### src/rtl/spi_slave_core.sv
// SPI mode-0 target, MSB first; pins oversampled in ACLK, rx_valid within SYNC_STAGES+2 cycles of last SCK rise.
// rx stream holds one word (extra words dropped, rx_overrun sticky); tx takes one-entry buffer via tx_valid/tx_ready.
module spi_slave_core #(
    parameter int DATA_WIDTH  = 8,
    parameter int SYNC_STAGES = 2
) (
    input  logic                  ACLK,
    input  logic                  ARESET,
    input  logic                  SCK,
    input  logic                  CS,
    input  logic                  MOSI,
    output logic                  MISO,
    output logic                  MISO_OE,
    input  logic [DATA_WIDTH-1:0] tx_data,
    input  logic                  tx_valid,
    output logic                  tx_ready,
    output logic [DATA_WIDTH-1:0] rx_data,
    output logic                  rx_valid,
    input  logic                  rx_ready,
    output logic                  rx_overrun,
    output logic                  tx_underrun,
    output logic                  frame_err,
    output logic                  busy
);

    localparam int CW = (DATA_WIDTH > 2) ? $clog2(DATA_WIDTH) : 1;
    localparam logic [CW-1:0] LAST_BIT = CW'(DATA_WIDTH - 1);

    typedef enum logic {
        ST_IDLE,
        ST_ACTIVE
    } state_t;

    state_t r_state;
    state_t w_state_nxt;

    logic [SYNC_STAGES-1:0] r_sck_sync;
    logic [SYNC_STAGES-1:0] r_cs_sync;
    logic [SYNC_STAGES-1:0] r_mosi_sync;
    logic                   r_sck_d;
    logic                   r_cs_d;

    logic [CW-1:0]          r_bit_cnt;
    logic                   r_word_done;
    logic [DATA_WIDTH-2:0]  r_rx_shift;
    logic [DATA_WIDTH-1:0]  r_tx_shift;
    logic [DATA_WIDTH-1:0]  r_tx_buf;
    logic                   r_tx_full;
    logic [DATA_WIDTH-1:0]  r_rx_data;
    logic                   r_rx_valid;
    logic                   r_rx_overrun;
    logic                   r_tx_underrun;
    logic                   r_frame_err;

    logic                   w_sck_rise;
    logic                   w_sck_fall;
    logic                   w_cs_rise;
    logic                   w_cs_fall;
    logic                   w_word_start;
    logic                   w_cs_end;
    logic                   w_sck_rise_act;
    logic                   w_shift_out;
    logic                   w_word_cplt;
    logic [DATA_WIDTH-1:0]  w_rx_word;

    // CS sync resets high so a deasserted bus never looks like a select on release.
    always_ff @(posedge ACLK or posedge ARESET) begin
        if (ARESET) begin
            r_sck_sync  <= '0;
            r_cs_sync   <= '1;
            r_mosi_sync <= '0;
            r_sck_d     <= 1'b0;
            r_cs_d      <= 1'b1;
        end else begin
            r_sck_sync  <= {r_sck_sync[SYNC_STAGES-2:0], SCK};
            r_cs_sync   <= {r_cs_sync[SYNC_STAGES-2:0], CS};
            r_mosi_sync <= {r_mosi_sync[SYNC_STAGES-2:0], MOSI};
            r_sck_d     <= r_sck_sync[SYNC_STAGES-1];
            r_cs_d      <= r_cs_sync[SYNC_STAGES-1];
        end
    end

    assign w_sck_rise = r_sck_sync[SYNC_STAGES-1] & ~r_sck_d;
    assign w_sck_fall = ~r_sck_sync[SYNC_STAGES-1] & r_sck_d;
    assign w_cs_rise  = r_cs_sync[SYNC_STAGES-1] & ~r_cs_d;
    assign w_cs_fall  = ~r_cs_sync[SYNC_STAGES-1] & r_cs_d;

    always_ff @(posedge ACLK or posedge ARESET) begin
        if (ARESET) begin
            r_state <= ST_IDLE;
        end else begin
            r_state <= w_state_nxt;
        end
    end

    always_comb begin
        w_state_nxt  = r_state;
        w_word_start = 1'b0;
        w_cs_end     = 1'b0;
        case (r_state)
            ST_IDLE: begin
                if (w_cs_fall) begin
                    w_state_nxt  = ST_ACTIVE;
                    w_word_start = 1'b1;
                end
            end
            ST_ACTIVE: begin
                if (w_cs_rise) begin
                    w_state_nxt = ST_IDLE;
                    w_cs_end    = 1'b1;
                end else if (w_sck_fall && (r_bit_cnt == '0) && r_word_done) begin
                    w_word_start = 1'b1;
                end
            end
            default: w_state_nxt = ST_IDLE;
        endcase
    end

    assign w_sck_rise_act = (r_state == ST_ACTIVE) && !w_cs_rise && w_sck_rise;
    assign w_shift_out    = (r_state == ST_ACTIVE) && !w_cs_rise && w_sck_fall && (r_bit_cnt != '0);
    assign w_word_cplt    = w_sck_rise_act && (r_bit_cnt == LAST_BIT);
    assign w_rx_word      = {r_rx_shift, r_mosi_sync[SYNC_STAGES-1]};

    always_ff @(posedge ACLK or posedge ARESET) begin
        if (ARESET) begin
            r_bit_cnt     <= '0;
            r_word_done   <= 1'b0;
            r_rx_shift    <= '0;
            r_tx_shift    <= '0;
            r_tx_buf      <= '0;
            r_tx_full     <= 1'b0;
            r_rx_data     <= '0;
            r_rx_valid    <= 1'b0;
            r_rx_overrun  <= 1'b0;
            r_tx_underrun <= 1'b0;
            r_frame_err   <= 1'b0;
        end else begin
            r_tx_underrun <= 1'b0;
            r_frame_err   <= 1'b0;

            if (w_word_start) begin
                r_bit_cnt   <= '0;
                r_word_done <= 1'b0;
                if (r_tx_full) begin
                    r_tx_shift <= r_tx_buf;
                end else begin
                    r_tx_shift    <= '0;
                    r_tx_underrun <= 1'b1;
                end
            end

            // Loads only land in an empty buffer, so a same-cycle start never sees them.
            if (w_word_start && r_tx_full) begin
                r_tx_full <= 1'b0;
            end else if (tx_valid && !r_tx_full) begin
                r_tx_buf  <= tx_data;
                r_tx_full <= 1'b1;
            end

            if (w_cs_end) begin
                r_bit_cnt   <= '0;
                r_word_done <= 1'b0;
                if (r_bit_cnt != '0) begin
                    r_frame_err <= 1'b1;
                end
            end

            if (w_sck_rise_act) begin
                r_rx_shift <= w_rx_word[DATA_WIDTH-2:0];
                if (w_word_cplt) begin
                    r_bit_cnt   <= '0;
                    r_word_done <= 1'b1;
                end else begin
                    r_bit_cnt <= r_bit_cnt + 1'b1;
                end
            end

            if (w_shift_out) begin
                r_tx_shift <= {r_tx_shift[DATA_WIDTH-2:0], 1'b0};
            end

            if (r_rx_valid && rx_ready) begin
                r_rx_valid   <= 1'b0;
                r_rx_overrun <= 1'b0;
            end
            if (w_word_cplt) begin
                if (!r_rx_valid || rx_ready) begin
                    r_rx_data  <= w_rx_word;
                    r_rx_valid <= 1'b1;
                end else begin
                    r_rx_overrun <= 1'b1;
                end
            end
        end
    end

    assign MISO        = (r_state == ST_ACTIVE) & r_tx_shift[DATA_WIDTH-1];
    assign MISO_OE     = (r_state == ST_ACTIVE);
    assign busy        = (r_state == ST_ACTIVE);
    assign tx_ready    = ~r_tx_full;
    assign rx_data     = r_rx_data;
    assign rx_valid    = r_rx_valid;
    assign rx_overrun  = r_rx_overrun;
    assign tx_underrun = r_tx_underrun;
    assign frame_err   = r_frame_err;

endmodule

### config.mk
export PLATFORM = sky130hd
export DESIGN_NAME = spi_slave_core
export DESIGN_NICKNAME = d
export VERILOG_FILES = /design/src/rtl/spi_slave_core.sv
export SDC_FILE = /design/constraint.sdc
export NUM_CORES = 1
export LEC_CHECK = 0
export CORE_AREA = 2 2 78 110
export CTS_CLUSTER_SIZE = 16
export DETAILED_ROUTE_END_ITERATION = 8
export DIE_AREA = 0 0 80 112
export SLEW_MARGIN = 0
export SYNTH_ARGS = -nofsm -noshare
export SYNTH_HDL_FRONTEND = slang
export SYNTH_SLANG_ARGS = --single-unit
### constraint.sdc
create_clock -name ACLK -period 1.9 [get_ports ACLK]
set_input_delay 0.285 -clock ACLK [delete_from_list [all_inputs] [get_ports ACLK]]
set_output_delay 0.285 -clock ACLK [all_outputs]
set_load 0.05 [all_outputs]
### Yosys cells after proc, flatten, opt, wreduce, memory -nomap -nowiden

Index checks and enable logic that the tools add are counted.

| cells by class | value |
|---|---|
| equal/unequal tests | 1 |
| muxes and demuxes | 31 |
| add/subtract/negate cells | 1 |
| bitwise gates (word level) | 12 |
| reduce and logical (&&, ||, !) cells | 21 |

Operators with widths:

| operator | count |
|---|---|
| two-way mux 8 bit | 3 |
| two-way mux 1 bit | 22 |
| two-way mux 3 bit | 4 |
| logical AND 1 bit | 10 |
| inverter 1 bit | 7 |
| nonzero test 3 bit | 2 |
| AND 1 bit | 5 |
| case mux 1 bit (2 select lines) | 2 |
| AND reduction 2 bit | 2 |
| nonzero test 2 bit | 2 |
| adder 3 x 1 -> 3 bit, second input constant | 1 |
| == test 3 bit, second input constant | 1 |
| logical NOT 1 bit | 3 |
| logical NOT 3 bit | 1 |
| logical OR 1 bit | 1 |

| word-level totals | value |
|---|---|
| logic and storage cells | 83 |
| output and inout bits | 16 |
| bits in registers | 49 |

### Logic depth before layout (Yosys ltp)

| depth | value |
|---|---|
| word-level depth | 11 |
| depth in mapped cells | 6 |
| mapped depth without buffers | 6 |

### Least setup slack after synthesis

No wires, ideal clock.

| timing | value |
|---|---|
| kind | flip-flop to flip-flop |
| start | reg r_state (netlist: MISO_OE) |
| end | reg r_rx_shift[0] |
| cell stages (with the launch flop) | 4 |
| required time | 1775 ps |
| setup time | 125 ps |
| setup slack | 109 ps |
| period minus slack after synthesis | 1791 ps |
| arrival time | 1666 ps |
| cells stage by stage | dfrtp_1 > nor3b_4 > buf_4 > mux2_2 |

| between the ends | value |
|---|---|
| word-level cells in the longest chain between the ends | 2 |

RTL lines:

| item | RTL line | text |
|---|---|---|
| start: declaration | 34 | `state_t r_state;` |
| start signal: assignment | 92 | `r_state <= w_state_nxt;` |
| logical AND 1 bit (2 in series) | 119 | `assign w_sck_rise_act = (r_state == ST_ACTIVE) && !w_cs_rise && w_sck_rise;` |
| end signal: assignment | 169 | `r_rx_shift <= w_rx_word[DATA_WIDTH-2:0];` |
| end: declaration | 45 | `logic [DATA_WIDTH-2:0] r_rx_shift;` |

No other way between the ends.
A chain may end at the register's enable or synchronous reset.

### Final worst setup path

| timing | value |
|---|---|
| start | reg r_rx_valid (netlist: rx_valid) |
| end | out rx_valid |

RTL lines:

| item | RTL line | text |
|---|---|---|
| start: declaration | 50 | `logic r_rx_valid;` |
| start signal: assignment | 133 | `r_rx_valid <= 1'b0;` |
| start signal: assignment | 183 | `r_rx_valid <= 1'b0;` |
| start signal: assignment | 189 | `r_rx_valid <= 1'b1;` |
| end: declaration | 18 | `output logic rx_valid,` |

No word-level cell between the ends.

==> results.toml <==
[timing]
skew_ns = 0.00352
timing.final.ws_setup_ns = 0.135
whs_ns = 0.314
final-setup-viol-count = 0
period_minus_slack_ns = 1.77
timing.setup.tns_ns = 0
fin_crit_sh_pct = 92.9
final-hold-violation-count = 0
slew_viol_final = 0
worstMarginPinSlew_ns = 0.497
rsz0062_at_grt = "false"
slew_headroom_pct = 66.7
fmax_mhz = 566

[placement]
dpl.hpwl_um = 2530
place.gp.congestion = 0.835
preCtsSetupSlack_ns = -0.0222
port_buffers = 30

[grt]
overflow = 0
grt_max_degree = 18
antenna_found_initial = 0
grt_pass1_wl_um = 6290
grt_usage_pct = 9.12
first_global_vias = 1304

[critical_path]
worstPathRequired_ns = 1.62
r2r_start = "r_bit_cnt[0]$_DFFE_PP0P_"
r2r-end = "r_tx_shift[3]$_DFFE_PP0P_"
cp.depth = 1
crit_family = "buffers and inverters"
crit_chain = "clkdlybuf4s50_1"
arrival_ns = 1.48
cpPeakStageDelay_ns = 0.82
slowest_stage = "clkdlybuf4s50_1"
crit_type = "flip-flop to primary output"
critical_path.endpoint = "rx_valid"
crit_fanout = 4
path_buf_inv = 1
regToRegSetupSlack_ns = 0.19
cp-start-kind = "flip-flop"
cp-startpoint = "rx_valid$_DFF_PP0_"
reg2regPathDepth = 6
worst_setup_path_end_kind = "primary output"

[die]
start_util_pct = 24.4
coreArea_um2 = 8000
rows = 39
dieArea_um2 = 8960
io_pins = 31
die_h_um = 112
fp.dieW_um = 80

[pwr]
switching_share_pct = 26.0
pwr-share-clk_pct = 30.1
seq_power_share_pct = 50.2
total_power_uw = 2920
p_comb_share_pct = 19.7
p_leak_uw = 0.00114
powerDensity_nw_per_um2 = 1130
internal-power_uw = 2160
switchingPower_uw = 759
ir_worst_vdd_mv = 0.322

[final_layout]
multi_input_area_um2 = 681
antennaDiodeCount = 0
drive_gt1_share_pct = 25.1
regArea_um2 = 1230
area_growth_pct = 32.8
n_fill_cell = 832
nets = 196

[status]
status = "completed"

[synthesis]
ys_ff_latch = 49
synthCells = 137
synth_warnings = 0
synth_cell_types = 29
ys_seq_area_share_pct = 63.0
syn_area_um2 = 1950
avgSynthCellArea_um2 = 14.2
syn-num-nets = 155

[detailed_routing]
ant_nets = 0
drc = 0
wire_per_inst_um = 12.3
via_count = 1209
viasPerCell = 4.30
routed_wl_um = 3470
drtIter0Drc = 127
dr.pass1.iters = 4

[clock_tree]
cts_made_buffers = 5
clock_latency_ns = 0.29
cts_sinks = 49
clockRootBuffer = "clkbuf_16"
cts_setup_buffers = 0
htree_levels = 2
cts_tree = "done"
clk_path_buf_depth = 2
clkTransAtPathRegs_ns = 0.06

[flow_run]
drv_cap = 0

[hold_path]
hold_path_class = "primary input to asynchronous set/reset pin"
## synth_stat cells (all sizes together)
cell	number	area [um2]
a221o	7	70.1
dfstp	3	78.8
nand2b	3	18.8
o22ai	1	6.26
mux2	23	259
nand3b	2	15.0
clkbuf	1	3.75
nor3	6	30.0
a21oi	3	15.0
nand2	3	11.3
o221ai	1	8.76
inv	7	26.3
a31oi	1	6.26
ha	3	37.5
nor3b	2	26.3
a32o	2	20.0
o31a	1	8.76
and2	8	50.1
dfrtp	46	1150
buf	2	15.0
nor2b	3	21.3
a21o	1	7.51
maj3	1	10.0
nand3	1	17.5
a22o	3	26.3
nor2	3	11.3
## power groups by stage
stage / logic (uW) / clock network (uW) / registers (uW)
2_1_floorplan: 407 / 0 / 1460
3_3_place_gp: 571 / 0 / 1490
3_5_place_dp: 589 / 0 / 1490
4_1_cts: 587 / 926 / 1470
5_1_grt: 631 / 955 / 1510
6_report: 577 / 880 / 1470
## cells by family (layout without fill, tap and decap cells)
group                    Yosys count  count (layout)  share of synthesized area (%)
AO/OA/AOI/OAI                     20              20                           8.65
adder cells (fa/ha/maj)            4               4                           2.44
buffers and inverters             10              52                           2.31
flip-flops                        49              49                           63.0
multiplexers                      23              23                           13.3
AND/OR/NAND/NOR                   31              31                           10.3
## how the worst min path moves through the flow
stage                                     endpoint                     start  slack [ns]
after floorplan             r_cs_sync[0]$_DFF_PP1_                        CS        0.29
after global placement    r_mosi_sync[1]$_DFF_PP0_  r_mosi_sync[0]$_DFF_PP0_        0.34
after detailed placement   r_sck_sync[1]$_DFF_PP0_   r_sck_sync[0]$_DFF_PP0_        0.34
after CTS                  r_sck_sync[1]$_DFF_PP0_                    ARESET        0.32
after global routing       r_sck_sync[1]$_DFF_PP0_                    ARESET        0.35
final                         rx_overrun$_DFF_PP0_                    ARESET        0.31
## final cells by class
type	count	area share [%]
inverters	7	1.01
clock buffers	8	5.65
flip-flops and latches	49	47.5
multi-input cells	78	26.3
well taps	102	4.93
repair buffers	37	14.7
## cells in the final DEF (no fill, tap or decap), types with 5 or more instances in the layout
cell type / count
dfrtp_1: 46
a221o_1: 7
clkdlybuf4s50_1: 26
mux2_2: 20
clkbuf_16: 5
nor3_1: 6
inv_1: 6
buf_4: 8
and2_1: 8
## sequential cells by signal, summed over array words and instances (netlist names)
| name | count |
|---|---|
| MISO_OE | 1 |
| frame_err | 1 |
| r_bit_cnt | 3 |
| r_cs_d | 1 |
| r_cs_sync | 2 |
| r_mosi_sync | 2 |
| r_rx_shift | 7 |
| r_sck_d | 1 |
| r_sck_sync | 2 |
| r_tx_buf | 8 |
| r_tx_full | 1 |
| r_tx_shift | 8 |
| r_word_done | 1 |
| rx_data | 8 |
| rx_overrun | 1 |
| rx_valid | 1 |
| tx_underrun | 1 |
## metrics by stage
step	instances	utilization (%)	instance area, um2
finish	281	32.4	2590
global route	281	32.4	2590
CTS	281	32.4	2590
detailed placement	273	30.5	2440
global placement	273	30.5	2440
floorplan	137	-	1950
## repair_timing
item | CTS | global route
endpoints found under the setup margin | 8 | 0
gates resized for setup | 1 | 0
hold buffers | 0 | 0
## layer usage
layer | vias to the layer above | global-route usage [%] | wire length (um) | share of wire [%]
met3 | 9 | 2.59 | 146 | 4.2
met2 | 25 | 14.3 | 1770 | 51
met1 | 599 | 11.1 | 1440 | 42
met5 | - | 0 | 0 | 0
li1 | 576 | - | - | -
met4 | 0 | 5.08 | 105 | 3.0
No activity file was read; power rests on OpenSTA's default activity.
==> edit 1 (config.mk and constraints unchanged) <==
Put one more register stage on the output `rx_overrun`, without a reset. The value now appears one clock later. The other outputs are not delayed to match.
--- a/src/rtl/spi_slave_core.sv
+++ b/src/rtl/spi_slave_core.sv
@@ -202,3 +202,5 @@
     assign rx_valid    = r_rx_valid;
-    assign rx_overrun  = r_rx_overrun;
+    always_ff @(posedge ACLK) begin
+        rx_overrun <= r_rx_overrun;
+    end
     assign tx_underrun = r_tx_underrun;
Check against the original RTL: no difference found for any inputs over 10 cycles, from zero or initial values and one cycle with ARESET high; that may be too few to reach the edited logic, so the function may still have changed.
==> edit 1 against the original RTL <==
Synthesized area is 1.0% higher; critical path type unchanged; worst setup slack got worse by 0.018 ns; cell area is 0.34% higher; wire length decreased by 1.5%; sequential share of layout area increased by 0.61 points; first-iteration DRC count down 40%; power up 1.2%; global-route usage is 0.83 points lower; combinational power is 0.9% lower; sequential cell count up 1.
==> edit 1: results (changes against the original RTL) <==
sta:
  relSlewSlack_pct: 65.6  # -1.1 points
  finClkSkew_ns: 0.00472  # +0.00120 ns
finish:
  nFillCells: 826  # -0.72%
  finalNetCount: 197  # +0.51%
  drive_above_1_share_pct: 25.6  # +0.42 points
pwr:
  leakage_nw: 1.14  # +0.39%
  vdd_ir_drop_max_mv: 0.451  # +40%
  power.internal_mw: 2.18  # +0.70%
clock_tree:
  post_cts_resized: 0  # -1
routing:
  avgRoutedWirePerCell_um: 12.1  # -1.8%
  first_iter_violations: 76  # -40%
  drtPass1Iterations: 4  # unchanged
  routed_via_density: 4.26  # -1.0%
global_routing:
  grt_pass1_wl_um: 5810  # -7.6%
  grt_use_total_pct: 8.30  # -0.83 points
  grt_max_degree: 33  # +15
  grt_pass1_vias: 1281  # -1.8%
placement:
  place_area_um2: 2450  # +0.31%
  finalWeightedCongestion: 0.808  # -3.3%
logic_synthesis:
  synth_nets: 156  # +0.65%
  synth_area_leaders: "dfrtp_1, mux2_2, dfstp_2, a221o_1, and2_1"
  synthDistinctLibCells: 30  # +3.4%
  synthArstFlopShare_pct: 98.0  # -2.0 points
setup_path:
  reg2reg_to: "r_tx_shift[7]"
status:
  status: "finished clean"
[edit 1: cell count changes after synthesis, sizes merged]
cell	change
dfxtp	+1
[edit 1: cells by family (layout without fill, tap and decap cells)]
group | Yosys count | after routing | share of synthesized area (%)
adders and majority gates | 4 | 4 | 2.41
DFF | 50 | 50 | 63.4
buffers and inverters | 10 | 52 | 2.28
muxes | 23 | 23 | 13.1
AOI/OAI and AO/OA | 20 | 20 | 8.57
and+or+nand+nor | 31 | 31 | 10.2
[edit 1: worst max path at each step]
stage / cells past startpoint / end / slack (ns)
floorplan: 3 / r_rx_shift[0] / 0.11
global placement: 6 / r_tx_shift[2] / 0.21
detailed placement: 6 / r_tx_shift[7] / 0.18
CTS: 1 / rx_valid / 0.11
global route: 6 / r_tx_shift[1] / 0.05
finish: 1 / rx_valid / 0.12
[edit 1: worst reg2reg max path, delay by kind of cell, from the launching register on]
| kind | cells | cell delay [ns] |
|---|---|---|
| AO/OA/AOI/OAI | 2 | 0.72 |
| flip-flops | 1 | 0.39 |
| AND/OR/NAND/NOR | 2 | 0.24 |
| adder cells (fa/ha/maj) | 1 | 0.22 |
| buffers and inverters | 1 | 0.06 |
[edit 1: area by class of cell]
type                            instances  area [µm²]  area share (%)
Sequential cell                        50        1250            48.1
Inverter                                7        26.3            1.01
Clock buffer                            6         139            5.34
Tap cell                              102         128            4.91
Clock inverter                          2        12.5           0.481
Multi-Input combinational cell         78         677            26.0
Timing Repair Buffer                   37         368            14.1
[edit 1: power by group through the flow]
stage	Sequential, mW	Combinational [mW]	Clock [mW]
2_1_floorplan	1.48	0.407	0
3_3_place_gp	1.51	0.568	0
3_5_place_dp	1.52	0.584	0
4_1_cts	1.50	0.584	0.915
5_1_grt	1.54	0.628	0.959
6_report	1.49	0.572	0.891
[edit 1: per-stage QoR]
| stage | hold WS (ns) | worst slack, ns | power (mW) | std cells |
|---|---|---|---|---|
| after floorplan | 0.289 | 0.109 | 1.89 | 138 |
| after global placement | 0.336 | 0.207 | 2.08 | 274 |
| after detailed placement | 0.335 | 0.180 | 2.10 | 274 |
| after CTS | 0.320 | 0.108 | 3.00 | 282 |
| after global routing | 0.345 | 0.0494 | 3.12 | 282 |
| final | 0.308 | 0.116 | 2.96 | 282 |
[edit 1: per-layer routing]
metal / wire, µm / share of wire, % / GRT usage [%]
met1: 1510 / 44 / 9.76
met2: 1670 / 49 / 13.7
met3: 177 / 5.2 / 2.84
met4: 59 / 1.7 / 3.39
met5: 0 / 0 / 0
==> edit 2 (config.mk and constraints unchanged) <==
Made on the original files. The parameter `DATA_WIDTH` goes from 8 to 16.
--- a/src/rtl/spi_slave_core.sv
+++ b/src/rtl/spi_slave_core.sv
@@ -3,3 +3,3 @@
 module spi_slave_core #(
-    parameter int DATA_WIDTH  = 8,
+    parameter int DATA_WIDTH  = 16,
     parameter int SYNC_STAGES = 2
Ports: changed (resized rx_data and tx_data); port bits go from 31 to 47. No check against the original RTL was run, so the function may have changed too.
==> edit 2 against the original RTL <==
Cell area grew 62%; worst setup slack got worse by 0.095 ns; wire length grew 67%; die area unchanged; power is 68% higher; sequential cell count grew 33; critical endpoint is now rx_data[2]; clock power rose by 98%; synthesized area is 68% higher.
==> edit 2: results (changes against the original RTL) <==
clock_tree:
  numCtsBuffers: 9  # +4
  clk_latency_ns: 0.33  # +0.04 ns
  h-tree-depth: 3  # +1
logic_synthesis:
  synthDistinctLibCells: 34  # +17%
  ys_seq_area_share_pct: 62.6  # -0.40 points
  synthCells: 294  # +110%
  synth_area_leaders: "dfrtp_1, nand2_1, mux2_1, a22oi_1, o21ai_0"
  synth.area.mux_share_pct: 5.49  # -7.8 points
  synth_fa_ha_area_share_pct: 1.07  # -1.4 points
  synth_nets: 319  # +110%
  synth_common_cells: "dfrtp_1, nand2_1, inv_1"
finish:
  finalNetCount: 371  # +89%
  layout.cells.non_filler: 453  # +61%
  drive_above_1_share_pct: 11.7  # -13 points
setup_path:
  cp_max_fo: 16  # +12
  rrSetupSlack_ns: 0.04  # -0.15 ns
  cp-startpoint: "r_bit_cnt[0]"
  crit_arrival_ns: 2.06  # +0.58 ns
  crit_end: "rx_data[2]"
  path_delay_family: "simple AND/OR/NAND/NOR gates"
  cp_slowest_cell: "dfrtp_1"
global_routing:
  use_met2_pct: 21.9  # +7.7 points
  grt_pass1_wl_um: 10200  # +62%
  grt_pass1_vias: 2205  # +69%
  met3_usage_pct: 3.48  # +0.89 points
  grt_max_degree: 83  # +65
  grt_use_met1_pct: 19.0  # +7.8 points
status:
  status: "finished clean"
routing:
  wirelength_um: 5780  # +67%
  met3_length_um: 201  # +38%
  first_iter_violations: 99  # -22%
  drt-met1-wl_um: 2620  # +81%
  vias: 2232  # +85%
placement:
  numPortBuffers: 46  # +53%
  dp_cells: 437  # +60%
  dp_hpwl_um: 3820  # +51%
pwr:
  leakage_nw: 1.98  # +74%
hold_path:
  hp-class: "reg -> reg"
sta:
  finClkSkew_ns: 0.00676  # +0.00323 ns
  relSlewSlack_pct: 66.8  # about the same
edit 2: changes by cell type in the layout (fill, tap and decap cells not counted), sizes merged, moves of 15 or more:
cell | unedited run | this run
nand2 | 3 | 67
o21ai | 0 | 38
dfrtp | 46 | 79
inv | 7 | 23
a22oi | 0 | 15
clkdlybuf4s50 | 26 | 41
edit 2: kinds of logic (layout without fill, tap and decap cells):
| family | Yosys count | in the layout |
|---|---|---|
| AND/OR/NAND/NOR | 95 | 95 |
| AO/OA/AOI/OAI | 61 | 61 |
| flip-flops | 82 | 82 |
| multiplexers | 16 | 16 |
| buffers and inverters | 37 | 94 |
| adder cells (fa/ha/maj) | 3 | 3 |
edit 2: where the power goes:
| part | switching, mW | internal (mW) | leakage [nW] |
|---|---|---|---|
| Combinational | 0.472 | 0.346 | 0.767 |
| Clock | 0.649 | 1.09 | 0.145 |
| Sequential | 0.208 | 2.15 | 1.07 |
| Total | 1.33 | 3.58 | 1.98 |
edit 2: area by class of cell:
type / instances / area [µm²]
clock buffers: 12 / 256
clock inverters: 4 / 50.0
fillers: 724 / 3800
inverters: 24 / 93.8
multi-input cells: 175 / 1060
flip-flops and latches: 82 / 2060
well taps: 102 / 128
repair buffers: 54 / 558
edit 2: what timing repair did:
item | in CTS | in global routing
endpoints found under the setup margin | 0 | 28
resized for setup | 0 | 3
endpoints found under the hold margin | 0 | 0
edit 2: metrics by stage:
stage	setup TNS, ns	utilization, %	cell area [µm²]	hold WS [ns]	setup slack (ns)
finish	0	52.5	4200	0.348	0.0400
global route	-0.518	52.5	4200	0.354	-0.0537
CTS	0	52.4	4190	0.348	0.0399
detailed placement	0	48.6	3890	0.335	0.0535
global placement	0	48.6	3890	0.333	0.148
floorplan	0	-	3290	0.289	0.0883
